==> src/rtl/daq_pkg.sv <==
// Shared definitions for the DAQ frame generator: host command codes,
// frame FSM states and default framing patterns.
package daq_pkg;
  localparam logic [7:0] CMD_START = 8'hFF;
  localparam logic [7:0] CMD_RESET = 8'hC0;
  localparam logic [7:0] CMD_CLOSE = 8'hC7;

  localparam logic [31:0] DEF_HEAD_WORD = 32'hAAAAAAAA;
  localparam logic [31:0] DEF_TAIL_WORD = 32'hF0F0F0F0;

  typedef enum logic [2:0] {
    ST_IDLE,
    ST_HEAD,
    ST_BODY,
    ST_TAIL,
    ST_HALT
  } state_e;
endpackage

==> src/rtl/daq_frame_gen_if.sv <==
// FIFO / host-stream side of the frame generator: status flags in,
// write strobe and data plus end-of-file out.
interface daq_frame_gen_if #(
  parameter int DATA_W = 32
);
  logic              sink_open;
  logic              sink_afull;
  logic              sink_empty;
  logic              wr_en;
  logic [DATA_W-1:0] wr_data;
  logic              eof;

  modport master (
    input  sink_open, sink_afull, sink_empty,
    output wr_en, wr_data, eof
  );

  modport slave (
    output sink_open, sink_afull, sink_empty,
    input  wr_en, wr_data, eof
  );
endinterface

==> src/rtl/daq_pace_div.sv <==
// Free-running write pacer: tick is high one cycle in every PACE_DIV.
module daq_pace_div #(
  parameter int PACE_DIV = 4
) (
  input  logic bus_clk,
  input  logic rst_n,
  output logic tick
);
  // A one-bit counter is kept for PACE_DIV == 1 so it always reads zero.
  localparam int CW = (PACE_DIV > 1) ? $clog2(PACE_DIV) : 1;

  logic [CW-1:0] cnt_q, cnt_d;

  always_comb begin
    cnt_d = (cnt_q == CW'(PACE_DIV - 1)) ? '0 : cnt_q + CW'(1);
  end

  always_ff @(posedge bus_clk or negedge rst_n) begin
    if (!rst_n) cnt_q <= '0;
    else        cnt_q <= cnt_d;
  end

  assign tick = (cnt_q == '0);
endmodule

==> src/rtl/daq_frame_gen.sv <==
// Frame generator: wraps a counting payload between head and tail words
// and pushes it into the host FIFO, halting on a host-side overflow.
module daq_frame_gen
  import daq_pkg::*;
#(
  parameter int                DATA_W      = 32,
  parameter int                FRAME_WORDS = 26,
  parameter logic [DATA_W-1:0] HEAD_WORD   = DATA_W'(DEF_HEAD_WORD),
  parameter logic [DATA_W-1:0] TAIL_WORD   = DATA_W'(DEF_TAIL_WORD),
  parameter int                PACE_DIV    = 4
) (
  input  logic                    bus_clk,
  input  logic                    rst_n,
  input  logic                    cfg_valid,
  input  logic [7:0]              cfg_cmd,
  daq_frame_gen_if.master         sink,
  output logic                    busy,
  output logic                    overflow,
  output logic [31:0]             frame_cnt
);
  localparam int H     = DATA_W / 2;
  localparam int IDX_W = $clog2(FRAME_WORDS);

  // Reset asserts immediately but releases two clocks after rst_n rises.
  logic [1:0] sync_q, sync_d;
  logic       rst_int_n;

  always_comb sync_d = {sync_q[0], 1'b1};

  always_ff @(posedge bus_clk or negedge rst_n) begin
    if (!rst_n) sync_q <= '0;
    else        sync_q <= sync_d;
  end

  assign rst_int_n = sync_q[1];

  logic tick;

  daq_pace_div #(.PACE_DIV(PACE_DIV)) u_pace (
    .bus_clk (bus_clk),
    .rst_n   (rst_int_n),
    .tick    (tick)
  );

  state_e            state_q, state_d;
  logic [H-1:0]      row_q, row_d;
  logic [IDX_W-1:0]  idx_q, idx_d;
  logic              close_q, close_d;
  logic              hbn_q, hbn_d;
  logic              ovf_q, ovf_d;
  logic [31:0]       fcnt_q, fcnt_d;
  logic              wr_en_q, wr_en_d;
  logic [DATA_W-1:0] wr_data_q, wr_data_d;
  logic              busy_q, busy_d;

  logic cmd_start, cmd_reset, cmd_close;
  logic active, go, ovf_cond, closing;
  logic [DATA_W-1:0] word;

  always_comb begin
    cmd_start = cfg_valid && (cfg_cmd == CMD_START);
    cmd_reset = cfg_valid && (cfg_cmd == CMD_RESET);
    cmd_close = cfg_valid && (cfg_cmd == CMD_CLOSE);
    active    = (state_q == ST_HEAD) || (state_q == ST_BODY) || (state_q == ST_TAIL);
    go        = active && sink.sink_open && !sink.sink_afull && !ovf_q && tick;
    ovf_cond  = sink.sink_afull && hbn_q && sink.sink_open;
    closing   = close_q || cmd_close;

    unique case (state_q)
      ST_HEAD: word = HEAD_WORD;
      ST_BODY: word = {row_q + H'(1), row_q + H'(2)};
      ST_TAIL: word = TAIL_WORD;
      default: word = '0;
    endcase

    state_d   = state_q;
    row_d     = row_q;
    idx_d     = idx_q;
    close_d   = close_q;
    ovf_d     = ovf_q;
    fcnt_d    = fcnt_q;
    wr_en_d   = 1'b0;
    wr_data_d = wr_data_q;
    hbn_d     = !sink.sink_open ? 1'b0 : (!sink.sink_afull ? 1'b1 : hbn_q);

    if (cmd_reset) begin
      state_d = ST_IDLE;
      row_d   = '0;
      idx_d   = '0;
      close_d = 1'b0;
      ovf_d   = 1'b0;
      fcnt_d  = '0;
    end else if (ovf_cond) begin
      ovf_d   = 1'b1;
      state_d = ST_HALT;
    end else if (state_q == ST_HALT) begin
      if (!sink.sink_open) begin
        state_d = ST_IDLE;
        ovf_d   = 1'b0;
        row_d   = '0;
        idx_d   = '0;
        close_d = 1'b0;
      end
    end else if (active && !sink.sink_open) begin
      // Host dropped the stream mid-frame: abandon it without counting.
      state_d = ST_IDLE;
      row_d   = '0;
      idx_d   = '0;
      close_d = 1'b0;
    end else if (state_q == ST_IDLE) begin
      if (cmd_start) state_d = ST_HEAD;
    end else begin
      close_d = closing;
      if (go) begin
        wr_en_d   = 1'b1;
        wr_data_d = word;
        unique case (state_q)
          ST_HEAD: begin
            row_d   = '0;
            idx_d   = '0;
            state_d = ST_BODY;
          end
          ST_BODY: begin
            row_d = row_q + H'(2);
            if (idx_q == IDX_W'(FRAME_WORDS - 3)) begin
              idx_d   = '0;
              state_d = ST_TAIL;
            end else begin
              idx_d = idx_q + IDX_W'(1);
            end
          end
          ST_TAIL: begin
            fcnt_d = fcnt_q + 32'd1;
            if (closing) begin
              state_d = ST_IDLE;
              close_d = 1'b0;
            end else begin
              state_d = ST_HEAD;
            end
          end
          default: ;
        endcase
      end
    end

    busy_d = (state_d != ST_IDLE);
  end

  always_ff @(posedge bus_clk or negedge rst_int_n) begin
    if (!rst_int_n) begin
      state_q   <= ST_IDLE;
      row_q     <= '0;
      idx_q     <= '0;
      close_q   <= 1'b0;
      hbn_q     <= 1'b0;
      ovf_q     <= 1'b0;
      fcnt_q    <= '0;
      wr_en_q   <= 1'b0;
      wr_data_q <= '0;
      busy_q    <= 1'b0;
    end else begin
      state_q   <= state_d;
      row_q     <= row_d;
      idx_q     <= idx_d;
      close_q   <= close_d;
      hbn_q     <= hbn_d;
      ovf_q     <= ovf_d;
      fcnt_q    <= fcnt_d;
      wr_en_q   <= wr_en_d;
      wr_data_q <= wr_data_d;
      busy_q    <= busy_d;
    end
  end

  assign sink.wr_en   = wr_en_q;
  assign sink.wr_data = wr_data_q;
  assign sink.eof     = sink.sink_empty && ovf_q;
  assign busy         = busy_q;
  assign overflow     = ovf_q;
  assign frame_cnt    = fcnt_q;
endmodule
==> src/flat_wrapper.sv <==
// flat-port wrapper written by rule: the top's interface ports become plain ports
module daq_frame_gen_flat import daq_pkg::*;
#(
  parameter int                DATA_W      = 32,
  parameter int                FRAME_WORDS = 26,
  parameter logic [DATA_W-1:0] HEAD_WORD   = DATA_W'(DEF_HEAD_WORD),
  parameter logic [DATA_W-1:0] TAIL_WORD   = DATA_W'(DEF_TAIL_WORD),
  parameter int                PACE_DIV    = 4
)
  (bus_clk, rst_n, cfg_valid, cfg_cmd, busy, overflow, frame_cnt, sink_sink_open, sink_sink_afull, sink_sink_empty, sink_wr_en, sink_wr_data, sink_eof);
  daq_frame_gen_if #(.DATA_W(DATA_W)) sink_i ();
  input  logic bus_clk;
  input  logic rst_n;
  input  logic cfg_valid;
  input  logic [7:0] cfg_cmd;
  output logic busy;
  output logic overflow;
  output logic [31:0] frame_cnt;
  input wire logic [$bits(sink_i.sink_open)-1:0] sink_sink_open;
  input wire logic [$bits(sink_i.sink_afull)-1:0] sink_sink_afull;
  input wire logic [$bits(sink_i.sink_empty)-1:0] sink_sink_empty;
  output wire logic [$bits(sink_i.wr_en)-1:0] sink_wr_en;
  output wire logic [$bits(sink_i.wr_data)-1:0] sink_wr_data;
  output wire logic [$bits(sink_i.eof)-1:0] sink_eof;
  assign sink_i.sink_open = sink_sink_open;
  assign sink_i.sink_afull = sink_sink_afull;
  assign sink_i.sink_empty = sink_sink_empty;
  assign sink_wr_en = sink_i.wr_en;
  assign sink_wr_data = sink_i.wr_data;
  assign sink_eof = sink_i.eof;
  daq_frame_gen #(.DATA_W(DATA_W), .FRAME_WORDS(FRAME_WORDS), .HEAD_WORD(HEAD_WORD), .TAIL_WORD(TAIL_WORD), .PACE_DIV(PACE_DIV)) u_core (.bus_clk(bus_clk), .rst_n(rst_n), .cfg_valid(cfg_valid), .cfg_cmd(cfg_cmd), .sink(sink_i), .busy(busy), .overflow(overflow), .frame_cnt(frame_cnt));
endmodule
==> config.mk <==
export PLATFORM = sky130hd
export DESIGN_NAME = daq_frame_gen_flat
export DESIGN_NICKNAME = d
export VERILOG_FILES = /design/src/rtl/daq_pkg.sv /design/src/rtl/daq_frame_gen_if.sv /design/src/rtl/daq_pace_div.sv /design/src/rtl/daq_frame_gen.sv /design/src/flat_wrapper.sv
export SDC_FILE = /design/constraint.sdc
export NUM_CORES = 1
export LEC_CHECK = 0
export BUFFER_PORTS_ARGS = -buffer_cell sky130_fd_sc_hd__buf_2
export CAP_MARGIN = 30
export CORE_MARGIN = 2
export CORE_UTILIZATION = 53
export CTS_BUF_LIST = sky130_fd_sc_hd__clkbuf_8
export DETAILED_ROUTE_END_ITERATION = 8
export MAX_ROUTING_LAYER = met4
export PLACE_DENSITY = 0.79
export SLEW_MARGIN = 20
export SYNTH_ARGS = -nofsm -noshare
export SYNTH_HDL_FRONTEND = slang
export SYNTH_SLANG_ARGS = --single-unit
==> constraint.sdc <==
create_clock -name bus_clk -period 2.8 [get_ports bus_clk]
set_input_delay 0.42 -clock bus_clk [delete_from_list [all_inputs] [get_ports bus_clk]]
set_output_delay 0.42 -clock bus_clk [all_outputs]
set_load 0.02 [all_outputs]
* Word level (Yosys, flattened, before mapping)
Cells that the tools add are included.
** Storage, ports and cells
- Bits in read-only memories :: 0
- Register bits :: 97
- Input port bits :: 14
- Output and inout bits :: 68
- Memories kept :: 0
- Logic and storage cells :: 125
- Latch bits :: 0
- Bits in writable memories :: 0
** Operators by class
- Reduce and logical (&&, ||, !) cells :: 30
- Magnitude comparators :: 0
- Equal/unequal tests :: 17
- Shift-type cells :: 0
- Bitwise logic cells :: 5
- Add/subtract/negate cells :: 5
- Muxes and demuxes :: 56
- Div/mod/pow operators :: 0
- Multipliers :: 0
** Operators by type and width (number)
- 32-bit two-way mux :: 7
- 16-bit two-way mux :: 7
- 32-bit case mux with 3 select lines :: 1
- 5-bit two-way mux :: 8
- 32-bit by 1-bit adder with 32-bit output (second input constant) :: 1
- 16-bit case mux with 2 select lines :: 1
- 3-bit two-way mux :: 9
- 8-bit equality test (second input constant) :: 3
- 1-bit two-way mux :: 20
- 16-bit by 1-bit adder with 16-bit output (second input constant) :: 1
- 16-bit by 2-bit adder with 16-bit output (second input constant) :: 1
- 6-bit AND reduction :: 2
- 1-bit logical AND :: 11
- 5-bit case mux with 2 select lines :: 1
- 3-bit case mux with 3 select lines :: 1
- 2-bit by 1-bit != test with 1-bit output (second input constant) :: 4
- 3-bit by 2-bit equality test with 1-bit output (second input constant) :: 2
- 3-bit nonzero test :: 2
- 5-bit by 1-bit adder with 5-bit output (second input constant) :: 1
- 5-bit equality test (second input constant) :: 1
- 1-bit inverter :: 5
- 5-bit AND reduction :: 1
- 5-bit nonzero test :: 1
- 4-bit by 1-bit != test with 1-bit output (second input constant) :: 1
- 16 further kinds :: 21

* Logic depth before layout (Yosys ltp)
- Depth after elaboration :: 14
- Depth in mapped cells :: 10

* Hierarchy
A second synthesis with hierarchy kept.
** Second synthesis, totals
- Cells, all modules :: 508
- Area, all modules :: 4874.7 um^2
** Modules (own cells, without submodules)
- daq_frame_gen :: cells each 501, area an instance 4788.3 um^2, times used 1, sequential area each 2352.3 um^2
- daq_pace_div :: cells each 7, area an instance 86.3 um^2, times used 1, sequential area each 50.0 um^2

* Least setup slack after synthesis
OpenSTA, ideal clock, no wires.
- Path kind :: register to register
- Start :: reg u_core.u_pace.cnt_q[0]
- End :: reg u_core.wr_data_q[23] (netlist: u_core.sink.wr_data[23])
- Setup slack :: 701 ps
- Clock period less this slack :: 2099 ps
- Arrival :: 1973 ps
- Stages on the path, launching flop included :: 9
- Path through :: dfrtp_1 inv_1 ha_1 nor3b_4 nand3_2 or4_1 buf_2 buf_6 a221o_1
** Between the ends
- Word-level cells in the longest chain between the ends :: 3
** RTL lines
- from (decl) :: line daq_pace_div.sv:12 : logic [CW-1:0] cnt_q, cnt_d;
- from (signal assigned) :: line daq_pace_div.sv:20 : else cnt_q <= cnt_d;
- 2-bit zero test :: line daq_pace_div.sv:23 : assign tick = (cnt_q == '0);
- 1-bit logical AND :: line daq_frame_gen.sv:65 : go = active && sink.sink_open && !sink.sink_afull && !ovf_q && tick;
- 6-bit AND reduction (no line)
- to (signal assigned) :: line daq_frame_gen.sv:170 : wr_data_q <= wr_data_d;
- to (decl) :: line daq_frame_gen.sv:53 : logic [DATA_W-1:0] wr_data_q, wr_data_d;
Every way passes these cells.
A chain may end at the register's enable or synchronous reset.

* Worst setup path in the final report
- Start :: reg u_core.u_pace.cnt_q[0]
- End :: reg u_core.wr_data_q[14] (netlist: u_core.sink.wr_data[14])
Same word-level chain as after synthesis.

==> impl_results.md <==
* Share of the synthesized area in the top cell type at 0.499
* Fmax at 449 MHz
* Tmin final at 2230 ps
* CP peak stage delay at 630 ps
* DRC viols at 0
* CTS tree: built
* Fin nets at 595
* Core ar. at about 0.0088 mm2
* Largest net degree at the start of global routing at 51
* Post-synth top flop: dfrtp_1
* H-tree Lvls at 3
* Commonest cells after routing, fill and taps aside: dfrtp_1 (95), buf_2 (81), nor2_1 (59)
* Final setup viols at 0
* Crit path DAT at ~2500 ps
* Clock power share at 0.350
* Clock Latency Late Sink at 360 ps
* Design Area, Final at 0.00553 mm2
* Synth unique cells at 56
* Syn Nets at 516
* Routed Wire Length at 10.8 mm
* Crit start category: flop
* Min-Delay Path Class: reg2async
* Sw Pwr at 0.584 mW
* Synth Instances at 497
* Global Route Usage Sum at 0.231
* Status: completed
* Post_cts resized at 0
* Tot Pwr at between 2 and 2.5 mW
* Die height at ~99 um
* Largest family of logic cells by synthesized area: simple AND/OR/NAND/NOR gates
* Wirelength per Cell at 15.6 um
* Adder-cell share of the synthesized area at 0.0130
* RSZ-0062 raised after global routing: false
* Mux share of post-synthesis cell area at 0.00650
* Top Ports at 82
* Port Buffers at 81
* Post-synth ARST share at 1.00
* FP Rows at 34
* Leakage at 2.69 nW
* Cell Area, Placed at 0.00534 mm2
* Hold Slack at 357 ps
* Initial core utilization at 0.550
* Synth Area in Compound Gates at 0.155
* Final hold violation count at 0
* # diodes at 0
* First-pass iteration count of the detailed router at 5
* Synth Area in Simple Gates at 0.211
* Post-DRT Antenna Nets at 0
* Area growth from synthesis to layout at 14.9%
* Number of max-cap violations at 0
* Synthesis warning total at 0
* Crit path cell chain: inv_1 -> ha_1 -> nor3b_4 -> nand3_2 -> or4_1 -> inv_2 -> nor2_1 -> a31oi_1
* Synth area leaders: dfrtp_1 (50%), nor2_1 (4.6%), xnor2_1 (4.2%), nand2_1 (4.0%), a21oi_1 (3.8%)
* WP data required at 3080 ps
* Tcrit/Tclk final at 0.795
* Worst-path fanout max at 17
* Layout Skew at 11.1 ps
* Initial antenna violation count at 0
* Flop pwr share at 0.602
* Vias at 3982
* Worst vdd ir at between 0.2 and 0.3 mV
* Overflow after GRT at 0
* Worst-margin pin slew at 666 ps
* Vias in the first global route at 3800
* Pwr/cell area at 435 mW/mm2
* Final Core Density at 0.631
* Worst rel slew slack at 0.556
* Worst setup path category: reg2reg
* FF+latch count, synth at 96
* Worst path slowest cell: or4_1
* Sw frac at 0.243
* Synth area leader: dfrtp_1
* Post-synth EDFFs at 0
* Syn avg cell area at 9.69 um2
* CTS sink count at 96
* DPL Wire Length at 7.65 mm
* Clock Root Buffer: clkbuf_8
* Sequential fraction of the synthesis area at 0.499
* XOR/XNOR share of the synthesized area at 0.0746
* CTS Buf Count at 9
* CP endpoint kind: flop
* Die footprint at 0.00987 mm2
* R2R Setup Slk at ~570 ps
* DRT iter0 DRCs at between 200 and 300
* First-pass GRT wire length at 18.0 mm
* Die W at slightly below 100 um
* CTS clock-pin slew for the worst setup and hold paths at 90 ps
* Comb pwr share at 0.049
* Vias per cell at 5.79
* Setup total negative slack at 0 ps
* Fin. max-slew vios at 0
* Clk buf depth at 2
* Layout cells sized above 1 at 0.228
* Most common library cell in the layout ignoring fill and taps: dfrtp_1
* Synthesized area at between 0.004 and 0.005 mm2
* Gpl congestion at about 0.88
* Pint at ~1.8 mW
[cell type report]
class	instances	area, um2
Tap cell	108	135
Multi-Input combinational cell	358	2220
Timing Repair Buffer	96	533
Inverter	15	56.3
Fill cell	741	3230
Clock buffer	11	151
Clock inverter	4	30.0
Sequential cell	96	2410
[sequential cells by signal, indices dropped and copies added, names as in the netlist]
name / flops
u_core.sink.wr_en: 1
u_core.sink.wr_data: 32
u_core.sync_q: 2
u_core.state_q: 3
u_core.hbn_q: 1
u_core.frame_cnt: 32
u_core.u_pace.cnt_q: 2
u_core.busy: 1
u_core.overflow: 1
u_core.row_q: 15
u_core.idx_q: 5
u_core.close_q: 1
[power by group through the flow]
stage | Clock [mW] | Sequential, mW | Combinational (mW)
after global routing | 0.913 | 1.45 | 0.133
after detailed placement | 0 | 1.48 | 0.115
after floorplan | 0 | 1.48 | 0.0636
final | 0.841 | 1.45 | 0.117
after global placement | 0 | 1.47 | 0.112
after CTS | 0.858 | 1.45 | 0.118
[what timing repair did]
action                                  in CTS  in global routing
endpoints found under the hold margin        2                  0
endpoints found under the setup margin       0                  0
buffers inserted                             0                  0
hold buffers                                 1                  0
[worst max-delay path: cells and delay by family, from the launching register on]
family	cells	cell delay, ps
AOI/OAI and AO/OA	1	140
buffers and inverters	2	390
and+or+nand+nor	4	1070
adders and majority gates	1	140
DFF	1	410
[path summary, 6_finish.rpt]
kind,startpoint,cells past startpoint,endpoint
max,u_core.u_pace.cnt_q[0],8,u_core.sink.wr_data[14]
min,u_core.sync_q[1],0,u_core.sink.wr_data[0]
max reg2reg,u_core.u_pace.cnt_q[0],8,u_core.sink.wr_data[14]
min reg2reg,u_core.sync_q[1],0,u_core.sink.wr_data[0]
max in group asynchronous,u_core.sync_q[1],1,u_core.frame_cnt[25]
min in group bus_clk,sink_sink_afull,2,u_core.hbn_q
[per-stage QoR]
step	std cells	setup slack, ps
after global routing	688	402
final	688	573
after floorplan	497	701
after detailed placement	672	539
after CTS	688	562
after global placement	672	586
[layer usage]
metal | track usage | up-vias | wire length, um | part of all wire
met2 | 0.346 | 112 | 5090 | 0.47
met3 | 0.0415 | 13 | 525 | 0.049
met1 | 0.325 | 1934 | 5000 | 0.47
li1 | - | 1923 | - | -
met5 | - | - | 0 | 0
met4 | 0.0685 | 0 | 142 | 0.013
[cell usage after synthesis, types with 3 or more instances]
master	number
a2111oi_2	9
a21o_1	4
a21oi_1	37
a22o_1	6
a31oi_1	13
and2_1	3
and3_1	7
and4_1	5
buf_1	5
buf_2	8
clkbuf_1	11
dfrtp_1	96
ha_1	5
inv_1	14
nand2_1	51
nand3_1	22
nand3_2	3
nand4_1	14
nor2_1	59
nor3_1	10
nor4_1	8
o21ai_0	15
or3_1	9
or4_1	3
xnor2_1	23
xor2_1	18
[logic make-up (layout without fill, tap and decap cells)]
| kind of cell | after synthesis | after routing |
|---|---|---|
| muxes | 3 | 3 |
| adders and majority gates | 5 | 5 |
| buffers and inverters | 43 | 126 |
| DFF | 96 | 96 |
| AOI/OAI and AO/OA | 104 | 104 |
| and+or+nand+nor | 204 | 204 |
| xor gates and xnor gates | 41 | 41 |
| other | 1 | 1 |
Power figures use the tool's default switching activity.
